### src/rtl/p2s.sv
// Parallel-to-serial converter: loads an 8-word frame in one handshake and
// emits it d8 first, d1 last, one word per accepted cycle on q.
module p2s #(
   parameter int N = 4
) (
   input  logic              clk,
   input  logic              rst,
   input  logic              in_valid,
   output logic              in_ready,
   input  logic [2**N-1:0]   d1,
   input  logic [2**N-1:0]   d2,
   input  logic [2**N-1:0]   d3,
   input  logic [2**N-1:0]   d4,
   input  logic [2**N-1:0]   d5,
   input  logic [2**N-1:0]   d6,
   input  logic [2**N-1:0]   d7,
   input  logic [2**N-1:0]   d8,
   output logic [2**N-1:0]   q,
   output logic              out_valid,
   input  logic              out_ready,
   output logic              shift_en,
   output logic              last,
   output logic              busy
);

   localparam int DATA_W = 2**N;

   typedef enum logic {
      IDLE  = 1'b0,
      SHIFT = 1'b1
   } state_t;

   state_t            state_q, state_d;
   logic [2:0]        cnt_q, cnt_d;
   logic [2:0]        cnt_inc;
   logic [DATA_W-1:0] frame_q [8];
   logic [DATA_W-1:0] frame_d [8];
   logic [DATA_W-1:0] q_q, q_d;

   logic final_word;
   logic accept;
   logic load;

   // Handshake decode; reset masks both handshakes in the same cycle.
   always_comb begin
      final_word = (state_q == SHIFT) && (cnt_q == 3'd7);
      accept     = (state_q == SHIFT) && out_ready && !rst;
      in_ready   = !rst && ((state_q == IDLE) || (final_word && out_ready));
      load       = in_valid && in_ready;
      cnt_inc    = cnt_q + 3'd1;
   end

   always_comb begin
      state_d = state_q;
      cnt_d   = cnt_q;
      q_d     = q_q;
      for (int i = 0; i < 8; i++) begin
         frame_d[i] = frame_q[i];
      end

      if (load) begin
         // Slot 0 holds d8 so the emission index is simply cnt.
         frame_d[0] = d8;
         frame_d[1] = d7;
         frame_d[2] = d6;
         frame_d[3] = d5;
         frame_d[4] = d4;
         frame_d[5] = d3;
         frame_d[6] = d2;
         frame_d[7] = d1;
         q_d        = d8;
         cnt_d      = 3'd0;
         state_d    = SHIFT;
      end else if (accept) begin
         if (cnt_q != 3'd7) begin
            cnt_d = cnt_inc;
            q_d   = frame_q[cnt_inc];
         end else begin
            state_d = IDLE;
         end
      end
   end

   always_ff @(posedge clk) begin
      if (rst) begin
         state_q <= IDLE;
         cnt_q   <= 3'd0;
         q_q     <= '0;
         for (int i = 0; i < 8; i++) begin
            frame_q[i] <= '0;
         end
      end else begin
         state_q <= state_d;
         cnt_q   <= cnt_d;
         q_q     <= q_d;
         for (int i = 0; i < 8; i++) begin
            frame_q[i] <= frame_d[i];
         end
      end
   end

   assign q         = q_q;
   assign out_valid = (state_q == SHIFT);
   assign busy      = (state_q == SHIFT);
   assign last      = final_word;
   assign shift_en  = accept;

endmodule
### config.mk
export PLATFORM = sky130hd
export DESIGN_NAME = p2s
export DESIGN_NICKNAME = d
export VERILOG_FILES = /design/src/rtl/p2s.sv
export SDC_FILE = /design/constraint.sdc
export NUM_CORES = 1
export LEC_CHECK = 0
export BUFFER_PORTS_ARGS = -buffer_cell sky130_fd_sc_hd__buf_4
export CAP_MARGIN = 0
export CORE_ASPECT_RATIO = 1.25
export CORE_UTILIZATION = 40
export DETAILED_ROUTE_END_ITERATION = 7
export HOLD_SLACK_MARGIN = 0.02
export PLACE_DENSITY = 0.62
export SLEW_MARGIN = 20
export SYNTH_ARGS = -nofsm -noshare
export SYNTH_HDL_FRONTEND = slang
export SYNTH_SLANG_ARGS = --single-unit
export TNS_END_PERCENT = 30
### constraint.sdc
create_clock -name clk -period 6.3 [get_ports clk]
set_input_delay 1.26 -clock clk [delete_from_list [all_inputs] [get_ports clk]]
set_output_delay 1.26 -clock clk [all_outputs]
set_load 0.005 [all_outputs]
**Word-level counts from Yosys, hierarchy flattened**

Memories as Yosys holds them, arrays and structs flattened.
Cells that the tools add are included.

- Bits in registers: 20
- Memory bits (writable): 128
- Input port bits: 132
- Output and inout port bits: 21
- Word-level logic and storage cells: 51
- Memories kept: 1

Memories:

| name | depth | bits a word | rd ports | clocked after Yosys merged registers in | write ports | RTL line | source |
|---|---|---|---|---|---|---|---|
| frame_q | 8 | 16 | 1 | 0 | 8 | 36 | `logic [DATA_W-1:0] frame_q [8];` |

- Add/subtract/negate cells: 1
- Equality and inequality tests: 4
- Mux-type cells: 18
- Bitwise gates (word level): 9
- Reductions and logical operators: 15

Operator list:

| cell | count |
|---|---|
| $mux 16 | 11 |
| $mux 128 | 1 |
| $or 1x1->1 | 8 |
| $reduce_and 2->1 | 4 |
| $logic_and 1x1->1 | 6 |
| $mux 1 | 6 |
| $reduce_bool 2->1 | 2 |
| $add 3x1->3 const B | 1 |
| $eq 3x3->1 const B | 1 |
| $ne 3x3->1 const B | 1 |
| $ne 2x2->1 const B | 1 |
| $reduce_or 2->1 | 1 |
| $logic_not 1->1 | 1 |
| $logic_or 1x1->1 | 1 |
| $ne 1x1->1 const B | 1 |
| $not 1->1 | 1 |

**Logic depth before layout (Yosys ltp)**

Gate-level depths: netlist (run 1).

- Word-level depth: 9
- Depth in mapped cells: 9
- Depth with buffers taken out: 6

**Least setup slack after synthesis (run 1)**

No wires, ideal clock.

- Path type: input to register
- Start: in out_ready
- End: mem frame_q[0][0] (netlist name), enable pin
- Library setup time: 0.488 ns
- Arrival: 4.374 ns
- Data required time: 5.812 ns
- Setup slack: 1.438 ns
- Cell stages on the path: 3
- Path buffers: 1
- Cell sequence: a21bo_2 clkbuf_1 a21o_1

RTL lines:

| what | RTL line | source |
|---|---|---|
| start, declared | 20 | `input logic out_ready,` |
| end, declared | 36 |  |

**Worst setup path after layout (run 1)**

- Start: in rst
- End: reg q_q[7], in the netlist q[7]

- Word-level cells in the longest chain between the ends: 5
- Elaborated cells on any way between the ends: 8
- Those cells by class: 1 x mux; 7 x reduce/logical

Ends and longest elaborated chain:

| what | RTL line | source |
|---|---|---|
| start, declared | 7 | `input logic rst,` |
| $logic_not 1->1 | 47, 48 |  |
| $logic_and 1x1->1 | 48 | `in_ready = !rst && ((state_q == IDLE) \|\| (final_word && out_ready));` |
| $logic_and 1x1->1 | 49 | `load = in_valid && in_ready;` |
| $reduce_bool 2->1 (no line) | n/a |  |
| $reduce_and 2->1 (no line) | n/a |  |
| end signal, assigned | 95 | `q_q <= q_d;` |
| end, declared | 38 | `logic [DATA_W-1:0] q_q, q_d;` |

Several ways; a longest one is shown, not always the timed one.
A chain may end at the register's enable or synchronous reset.

==> results.sh, run 1 <==
export IMPL_track_usage=0.188
export IMPL_critPathSlowestCell="nor2b_4"
export IMPL_tns_ns=0
export IMPL_start_util=0.409
export IMPL_cp_slowest_stage_delay_ns=0.70
export IMPL_hpwlAfterDp_mm=10.3
export IMPL_insertion_delay_ns=0.41
export IMPL_dp_cells=764
export IMPL_ir_worst_vdd_mv=0.169
export IMPL_drt_initial_drc_count=321
export IMPL_worstSetupPathType="input port to flip-flop"
export IMPL_routed_wl_mm=15.4
export IMPL_ys_types=25
export IMPL_fin_area_mm2=0.00842
export IMPL_finalSetupViolCount=0
export IMPL_numCtsBuffers=17
export IMPL_tightest_slew_ns=1.03
export IMPL_holdPathEnd="cnt_q[1]$_SDFFE_PP0P_"
export IMPL_start_kind="input port"
export IMPL_post_cts_setup_buffers=0
export IMPL_vias_per_cell=5.22
export IMPL_hold_class="flip-flop to flip-flop"
export IMPL_root_buffer="clkbuf_16"
export IMPL_r2r_start="cnt_q[0]$_SDFFE_PP0P_"
export IMPL_worstReg2RegEnd="q[7]$_SDFFE_PP0P_"
export IMPL_total_leakage_power_nw=3.58
export IMPL_r2r_cells=7
export IMPL_post_cts_resized=0
export IMPL_via_count=4149
export IMPL_worst_hold_slack_ns=0.511
export IMPL_syn_cell_area_mm2=0.00663
export IMPL_ant_nets=0
export IMPL_tritoncts="done"
export IMPL_cts_buffer_depth=2
export IMPL_cp_num_buf_inv=2
export IMPL_postLayoutCoreUtil=0.520
export IMPL_status="finished clean"
export IMPL_relSlewSlack=0.306
export IMPL_syn_area_per_cell_um2=15.2
export IMPL_crit_chain="buf_4 -> nor2b_4 -> buf_4 -> a21o_2 -> nor3b_1 -> or3_1"
export IMPL_row_count=52
export IMPL_syn_inst=435
export IMPL_fin_crit_ns=3.45
export IMPL_ctsHoldBuffers=0
export IMPL_layout_cells_non_filler=795
export IMPL_nets=702
export IMPL_wire_per_inst_um=19.3
export IMPL_dieArea_mm2=0.0171
export IMPL_grt_pass1_wl_mm=23.2
export IMPL_cp_required_ns=6.59
export IMPL_crit_top_cell="buf_4"
export IMPL_cp_end_kind="flip-flop"
export IMPL_first_global_vias=4389
export IMPL_drv_slew=0
export IMPL_drive_above_1_share=0.378
export IMPL_ioPinCount=153
export IMPL_powerDensity_mw_per_mm2=277
export IMPL_path_delay_family="simple AND/OR/NAND/NOR gates"
export IMPL_die_w_um=117
export IMPL_grt_overflow_total=0
export IMPL_portBuffers=152
export IMPL_min_path_cells=2
export IMPL_core_area_mm2=0.0162
export IMPL_syn_to_final_growth_pct=27.0
export IMPL_h_tree_depth=4
export IMPL_drc=0
export IMPL_cp_max_fo=69
export IMPL_r2r_setup_slack_ns=3.51
export IMPL_fmaxAchievable_mhz=289
export IMPL_dpl_cell_area_mm2=0.00785
export IMPL_final_setup_skew_ns=0.0108
export IMPL_synth_fp_nets=569
export IMPL_hold_viol_final=0
export IMPL_yosysSeqAreaShare=0.640
export IMPL_grt_start_max_net_pins=98
export IMPL_diodes=0
export IMPL_synth_seq_cells=148
export IMPL_die_y_um=146
export IMPL_cts_clk_slew_worst_paths_ns=0.06
export IMPL_drt_pass1_iterations=4
export IMPL_drv_cap=0
export IMPL_yosysWarnings=0
export IMPL_antenna_found_initial=0
export IMPL_critPathArrivalTime_ns=3.75
export IMPL_holdCritStartpoint="cnt_q[1]$_SDFFE_PP0P_"
export IMPL_min_period_over_period=0.548
export IMPL_gp_congestion=0.767
export IMPL_cts_num_sinks=148
export IMPL_rsz0062_at_grt="no"
==> state kept, by name (all words and copies together), names as in the netlist <==
| signal | count |
|---|---|
| cnt_q | 3 |
| busy | 1 |
| q | 16 |
| frame_q | 128 |
==> synthesized netlist by cell type <==
master	instances	area share
edfxtp_1	128	0.58
and3_1	96	0.091
nor2b_1	34	0.032
mux4_2	31	0.11
clkbuf_1	25	0.014
dfxtp_1	20	0.060
mux2i_1	18	0.027
nor3b_1	16	0.018
or3_1	16	0.015
nor4_1	15	0.014
buf_2	8	0.0060
nor2_1	7	0.0040
buf_4	6	0.0068
buf_12	2	0.0060
buf_6	2	0.0034
ha_1	2	0.0038
a21bo_2	1	0.0015
a21boi_0	1	0.0011
a21o_1	1	0.0011
a21o_2	1	0.0013
and2_1	1	0.00094
mux4_1	1	0.0040
nand2_1	1	0.00057
nor4bb_1	1	0.0015
xnor2_1	1	0.0013
==> stage by stage <==
| stage | total power (W) | worst slack, ns |
|---|---|---|
| finish | 0.00233 | 2.85 |
| global route | 0.00241 | 2.67 |
| CTS | 0.00234 | 2.86 |
| detailed placement | 0.00142 | 2.43 |
| global placement | 0.00141 | 2.55 |
| floorplan | 0.00130 | 1.44 |
==> routing by layer <==
| metal | global-route usage | wire length [um] | vias to the layer above |
|---|---|---|---|
| li1 | - | - | 1955 |
| met1 | 0.215 | 5790 | 2053 |
| met2 | 0.333 | 8560 | 123 |
| met3 | 0.0379 | 643 | 18 |
| met4 | 0.0810 | 356 | 0 |
| met5 | 0 | 0 | - |
==> cell usage in the layout (no fill, tap or decap), types with 2 or more instances in the layout <==
cell type	instances
clkinv_1	5
nor3b_1	16
edfxtp_1	128
nor4_1	15
mux2i_1	18
bufinv_16	2
and3_1	96
nor2_1	7
buf_4	156
dfxtp_1	19
clkinvlp_4	4
clkinv_2	2
clkbuf_16	17
or3_1	16
mux4_2	31
nor2b_1	33
==> worst reg2reg max path, cell delays in order (launching register included) <==
cell     delay, ns
dfxtp_2       0.33
ha_1          0.14
ha_2          0.45
a21bo_2       0.23
buf_4         0.61
a21o_2        0.46
nor3b_1       0.10
or3_1         0.35
==> report_power, final <==
part | switching, W | internal [W] | total [W]
combinational | 0.000102 | 0.000124 | 0.000226
sequential | 0.0000234 | 0.00115 | 0.00117
clock | 0.000365 | 0.000568 | 0.000934
==> worst max-delay path by stage <==
stage,to,cells past startpoint,start
after CTS,shift_en,4,out_ready
after global routing,q[2]$_SDFFE_PP0P_,6,rst
after global placement,q[0]$_SDFFE_PP0P_,6,rst
after detailed placement,q[7]$_SDFFE_PP0P_,6,rst
after floorplan,frame_q[0][0]$_SDFFCE_PN0P_,3,out_ready
final,q[7]$_SDFFE_PP0P_,6,rst
==> final cells by class <==
type                    instances  area (um2)
repair buffers                157        1200
fillers                      1357        7780
clock buffers                  17         425
multi-input cells             244        2160
clock inverters                13         119
well taps                     216         270
flip-flops and latches        148        4250
==> logic make-up after synthesis <==
family,Yosys count,synth area share
fa+ha+maj,2,0.00377
xor+xnor,1,0.00132
compound gates,4,0.00510
flops,148,0.640
mux,50,0.136
simple gates,187,0.177
buf+inv,43,0.0364
No activity file was read; power rests on OpenSTA's default activity.
==> inputs of run 2 (changes only) <==
ABC_AREA = 1   (was default)
PLACE_DENSITY = 0.64   (was 0.62)
clock period = 3.14 ns   (was 6.3 ns; I/O delays follow)
==> run 2 against run 1 <==
Net effect: power grew 110%; clock-buffer cell count grew 4; synthesized area is 13% higher; die area rose by 12%; hold slack worse by 0.038 ns; via count increased by 39%; first-iteration DRC count grew 45%; setup slack worse by 2.0 ns; critical path type is now flip-flop to flip-flop; largest power group unchanged.
==> results.sh, run 2 <==
export IMPL_tritoncts="done"
export IMPL_worstReg2RegEnd="q[0]$_SDFFE_PP0P_"
export IMPL_cp_max_fo=129
export IMPL_status="finished clean"
export IMPL_nets=1164
export IMPL_synth_edff_count=128
export IMPL_syn_cell_area_mm2=0.00746
export IMPL_final_setup_skew_ns=0.00837
export IMPL_regMostFlops="frame_q"
export IMPL_cp_end_kind="flip-flop"
export IMPL_drive_above_1_share=0.198
export IMPL_ant_nets=0
export IMPL_insertion_delay_ns=0.42
export IMPL_grt_pass1_wl_mm=26.7
export IMPL_critPathArrivalTime_ns=2.56
export IMPL_synth_most_common_cell="inv_1"
export IMPL_holdCritStartpoint="cnt_q[2]$_SDFFE_PP0P_"
export IMPL_syn_area_per_cell_um2=8.32
export IMPL_numCtsBuffers=17
export IMPL_h_tree_depth=4
export IMPL_netlist_area_leader_share=0.515
export IMPL_worst_hold_slack_ns=0.473
export IMPL_min_path_cells=2
export IMPL_antenna_found_initial=0
export IMPL_drv_cap=0
export IMPL_yosysSeqAreaShare=0.569
export IMPL_yosys_most_used_dff="edfxtp_1"
export IMPL_yosys_area_top_type="edfxtp_1"
export IMPL_dpl_cell_area_mm2=0.00871
export IMPL_final_common_cell="inv_1"
export IMPL_cts_buffer_depth=2
export IMPL_cp_slowest_stage_delay_ns=0.42
export IMPL_synth_commonest_cells="246 x inv_1, 169 x nand2_1, 128 x edfxtp_1, 128 x nor2_1, 96 x nand3_1"
export IMPL_r2r_start="cnt_q[0]$_SDFFE_PP0P_"
export IMPL_cts_num_sinks=148
export IMPL_worstSetupPathType="flip-flop to flip-flop"
export IMPL_hold_viol_final=0
export IMPL_drc=0
export IMPL_cp_required_ns=3.44
export IMPL_hold_class="flip-flop to flip-flop"
export IMPL_yosysWarnings=0
export IMPL_wire_per_inst_um=13.3
export IMPL_diodes=0
export IMPL_synthTopCellsByArea="edfxtp_1 52%, inv_1 12%, nand2_1 8.5%, nand3_1 6.4%, nor2_1 6.4%"
export IMPL_ys_types=22
export IMPL_die_w_um=124
export IMPL_drt_initial_drc_count=464
export IMPL_holdPathEnd="cnt_q[2]$_SDFFE_PP0P_"
export IMPL_first_global_vias=5425
export IMPL_crit_top_cell="ha_1"
export IMPL_syn_inst=897
export IMPL_portBuffers=152
export IMPL_crit_chain="ha_1 -> ha_1 -> nand2_1 -> nand2_2 -> nand3_4 -> buf_12 -> nand2_4 -> o21ai_0 -> a21oi_2"
export IMPL_grt_overflow_total=0
export IMPL_tightest_slew_ns=0.991
export IMPL_critPathSlowestCell="buf_12"
export IMPL_total_leakage_power_nw=4.79
export IMPL_hpwlAfterDp_mm=11.5
export IMPL_die_y_um=155
export IMPL_routed_wl_mm=16.9
export IMPL_min_period_over_period=0.723
export IMPL_synth_seq_cells=148
export IMPL_gp_congestion=0.785
export IMPL_nFillCells=1791
export IMPL_root_buffer="clkbuf_16"
export IMPL_rsz0062_at_grt="no"
export IMPL_dieArea_mm2=0.0192
export IMPL_mostFrequentLayoutCells="246 x inv_1, 168 x nand2_1, 158 x buf_4"
export IMPL_post_cts_setup_buffers=0
export IMPL_fin_area_mm2=0.00932
export IMPL_drt_pass1_iterations=5
export IMPL_track_usage=0.186
export IMPL_finalPower_w=0.00497
export IMPL_grt_start_max_net_pins=130
export IMPL_relSlewSlack=0.339
export IMPL_core_area_mm2=0.0182
export IMPL_finalSetupViolCount=0
export IMPL_powerDensity_mw_per_mm2=534
export IMPL_start_kind="flip-flop"
export IMPL_r2r_setup_slack_ns=0.87
export IMPL_dpl_worst_slack_ns=0.570
export IMPL_via_count=5749
export IMPL_r2r_cells=9
export IMPL_tns_ns=0
export IMPL_largest_reg_flops=128
export IMPL_vias_per_cell=4.52
export IMPL_ioPinCount=153
export IMPL_row_count=55
export IMPL_fin_ws_ns=0.871
export IMPL_fin_crit_ns=2.27
export IMPL_drv_slew=0
export IMPL_fmaxAchievable_mhz=441
export IMPL_ir_worst_vdd_mv=0.366
export IMPL_post_cts_resized=0
export IMPL_syn_to_final_growth_pct=24.9
export IMPL_ctsHoldBuffers=0
export IMPL_synth_fp_nets=1031
export IMPL_async_flop_share=0
export IMPL_cts_clk_slew_worst_paths_ns=0.06
export IMPL_start_util=0.411
-- run 2: worst max path at each step --
stage                               start                           to  slack, ns  cells past startpoint
finish              cnt_q[0]$_SDFFE_PP0P_            q[0]$_SDFFE_PP0P_       0.87                      9
detailed placement                    rst            q[0]$_SDFFE_PP0P_       0.57                      7
CTS                 cnt_q[0]$_SDFFE_PP0P_            q[0]$_SDFFE_PP0P_       0.83                      9
global placement                      rst           q[13]$_SDFFE_PP0P_       0.62                      7
global route        cnt_q[0]$_SDFFE_PP0P_           q[14]$_SDFFE_PP0P_       0.61                      9
floorplan           cnt_q[0]$_SDFFE_PP0P_  frame_q[0][0]$_SDFFCE_PN0P_       0.04                      7
-- run 2: area by class of cell --
class	instances	area (um2)	share of cell area
Inverter	248	936	0.100
Tap cell	228	285	0.0306
Sequential cell	148	4250	0.455
Multi-Input combinational cell	454	2000	0.214
Clock buffer	21	450	0.0483
Clock inverter	11	161	0.0173
Timing Repair Buffer	161	1250	0.134
-- run 2: cells by family (layout without fill, tap and decap cells) --
| group | count (synthesis) | count (layout) | synth area share |
|---|---|---|---|
| buf+inv | 295 | 441 | 0.166 |
| flops | 148 | 148 | 0.569 |
| compound gates | 53 | 53 | 0.0396 |
| fa+ha+maj | 2 | 2 | 0.00335 |
| simple gates | 399 | 399 | 0.222 |
-- run 2: stage by stage --
step	utilization	cells
4_1_cts	0.513	1271
3_5_place_dp	0.479	1239
6_report	0.513	1271
5_1_grt	0.513	1271
3_3_place_gp	0.479	1239
2_1_floorplan	-	897
-- run 2: power by group --
group	switching [W]	internal, W	total (W)
Clock	0.000757	0.00134	0.00210
Combinational	0.000301	0.000239	0.000541
Sequential	0.0000416	0.00229	0.00233
-- run 2: per-layer routing --
layer,GRT usage,routed length [um]
met5,0,0
met4,0.0641,283
met2,0.322,8810
met1,0.228,6990
met3,0.0354,836
-- run 2: worst max-delay path: cells and delay by family, from the launching register on --
| kind | cells | cell delay, ns |
|---|---|---|
| fa+ha+maj | 2 | 0.41 |
| compound gates | 2 | 0.34 |
| simple gates | 4 | 0.63 |
| buf+inv | 1 | 0.42 |
| flops | 1 | 0.33 |
==> inputs of run 3 (changes only) <==
clock period = 1.97 ns   (was 3.14 ns; I/O delays follow)
==> run 3 against run 2 <==
Net effect: power grew 60%; clock-buffer cell count is the same; critical path depth shrank 4; register-to-register slack lost 0.72 ns; critical path type is now flip-flop to primary output.
==> results.sh, run 3 (synthesis gave the netlist of run 2 again) <==
export IMPL_cts_clk_slew_worst_paths_ns=0.06
export IMPL_ctsHoldBuffers=0
export IMPL_syn_to_final_growth_pct=27.9
export IMPL_total_leakage_power_nw=4.90
export IMPL_post_cts_setup_buffers=0
export IMPL_antenna_found_initial=0
export IMPL_cts_buffer_depth=2
export IMPL_p_int_w=0.00614
export IMPL_drv_slew=0
export IMPL_power_share_combinational=0.115
export IMPL_ir_worst_vdd_mv=0.588
export IMPL_row_count=55
export IMPL_drc=0
export IMPL_critPathArrivalTime_ns=1.47
export IMPL_min_path_cells=3
export IMPL_root_buffer="clkbuf_16"
export IMPL_wire_per_inst_um=13.8
export IMPL_swShare=0.230
export IMPL_final_setup_skew_ns=0.00614
export IMPL_diodes=0
export IMPL_crit_chain="ha_1 -> ha_1 -> nand2_1 -> a21oi_2 -> buf_4"
export IMPL_p_seq_frac=0.466
export IMPL_holdCritStartpoint="d1[12]"
export IMPL_hpwlAfterDp_mm=12.6
export IMPL_cp_end_kind="primary output"
export IMPL_relSlewSlack=0.705
export IMPL_finalPower_w=0.00798
export IMPL_netSwitchingPower_w=0.00183
export IMPL_cp_max_fo=3
export IMPL_ant_nets=0
export IMPL_rsz0062_at_grt="no"
export IMPL_regMostFlops="frame_q"
export IMPL_finalSetupViolCount=0
export IMPL_dieArea_mm2=0.0192
export IMPL_worstReg2RegEnd="q[14]$_SDFFE_PP0P_"
export IMPL_r2r_start="cnt_q[0]$_SDFFE_PP0P_"
export IMPL_hold_class="input port to flip-flop"
export IMPL_hold_viol_final=0
export IMPL_tns_ns=0
export IMPL_r2r_setup_slack_ns=0.15
export IMPL_crit_top_cell="ha_1"
export IMPL_start_util=0.411
export IMPL_ioPinCount=153
export IMPL_insertion_delay_ns=0.41
export IMPL_routed_wl_mm=17.7
export IMPL_drive_above_1_share=0.214
export IMPL_nets=1181
export IMPL_die_w_um=124
export IMPL_core_area_mm2=0.0182
export IMPL_largest_reg_flops=128
export IMPL_powerDensity_mw_per_mm2=836
export IMPL_holdPathEnd="frame_q[7][12]$_SDFFCE_PP0P_"
export IMPL_worstSetupPathType="flip-flop to primary output"
export IMPL_die_y_um=155
export IMPL_grt_overflow_total=0
export IMPL_cts_num_sinks=148
export IMPL_min_period_over_period=0.945
export IMPL_h_tree_depth=4
export IMPL_post_cts_resized=0
export IMPL_fin_crit_ns=1.86
export IMPL_portBuffers=152
export IMPL_drv_cap=0
export IMPL_start_kind="flip-flop"
export IMPL_drt_initial_drc_count=370
export IMPL_tritoncts="done"
export IMPL_vias_per_cell=4.55
export IMPL_critPathSlowestCell="dfxtp_1"
export IMPL_first_global_vias=5709
export IMPL_grt_start_max_net_pins=40
export IMPL_via_count=5860
export IMPL_drt_pass1_iterations=5
export IMPL_cp_slowest_stage_delay_ns=0.34
export IMPL_gp_congestion=0.816
export IMPL_track_usage=0.196
export IMPL_grt_pass1_wl_mm=28.0
export IMPL_fmaxAchievable_mhz=537
export IMPL_final_common_cell="inv_1"
export IMPL_mostFrequentLayoutCells="246 x inv_1, 168 x nand2_1, 167 x buf_4"
export IMPL_tightest_slew_ns=0.443
export IMPL_r2r_cells=10
export IMPL_status="finished clean"
export IMPL_numCtsBuffers=17
export IMPL_cp_required_ns=1.58
export IMPL_power_frac_clock=0.419
run 3: cell types whose count changed in the layout (fill, tap and decap cells not counted), sizes merged:
cell | before | now
buf | 161 | 178
clkinvlp | 2 | 3
clkinv | 5 | 4
inv | 248 | 249
bufinv | 4 | 3
run 3: cell type report:
class / instances / area, um2
fill: 1760 / 8620
sequential: 148 / 4250
multi-input combinational: 454 / 2000
timing repair buffer: 178 / 1470
inverter: 248 / 936
clock buffer: 21 / 460
tap: 228 / 285
clock inverter: 11 / 153
run 3: per-layer routing:
layer | global-route usage | part of all wire | vias up
met1 | 0.225 | 0.39 | 2694
met5 | 0 | 0 | -
met2 | 0.353 | 0.54 | 142
met4 | 0.0754 | 0.024 | 0
li1 | - | - | 2999
met3 | 0.0358 | 0.046 | 25
run 3: critical path, delay by kind of cell, from the launching register on:
| kind | cells | cell delay [ns] |
|---|---|---|
| compound gates | 1 | 0.15 |
| fa+ha+maj | 2 | 0.34 |
| buf+inv | 1 | 0.13 |
| flops | 1 | 0.34 |
| simple gates | 1 | 0.11 |
run 3: worst max-delay path by stage:
stage,from,end,slack [ns],cells past startpoint
after floorplan,cnt_q[0]$_SDFFE_PP0P_,frame_q[0][0]$_SDFFCE_PN0P_,0.002,7
after detailed placement,cnt_q[0]$_SDFFE_PP0P_,q[0]$_SDFFE_PP0P_,0.15,7
after global routing,cnt_q[1]$_SDFFE_PP0P_,in_ready,0.007,5
after CTS,cnt_q[1]$_SDFFE_PP0P_,in_ready,0.05,5
after global placement,cnt_q[0]$_SDFFE_PP0P_,q[1]$_SDFFE_PP0P_,0.18,7
final,cnt_q[1]$_SDFFE_PP0P_,in_ready,0.11,5
run 3: metrics by stage:
| step | worst slack [ns] | area [um2] | std cells | utilization | hold slack [ns] |
|---|---|---|---|---|---|
| 6_report | 0.108 | 9540 | 1288 | 0.525 | 0.264 |
| 5_1_grt | 0.00733 | 9540 | 1288 | 0.525 | 0.253 |
| 3_3_place_gp | 0.177 | 8920 | 1256 | 0.491 | 0.461 |
| 4_1_cts | 0.0502 | 9540 | 1288 | 0.525 | 0.252 |
| 2_1_floorplan | 0.00214 | 7490 | 897 | - | 0.447 |
| 3_5_place_dp | 0.152 | 8920 | 1256 | 0.491 | 0.466 |
run 3: power by group through the flow:
stage          Sequential (W)  Clock (W)  Combinational (W)
5_1_grt               0.00374    0.00352            0.00103
3_5_place_dp          0.00379          0           0.000924
3_3_place_gp          0.00378          0           0.000915
6_report              0.00372    0.00334           0.000915
2_1_floorplan         0.00377          0           0.000507
4_1_cts               0.00372    0.00339           0.000930
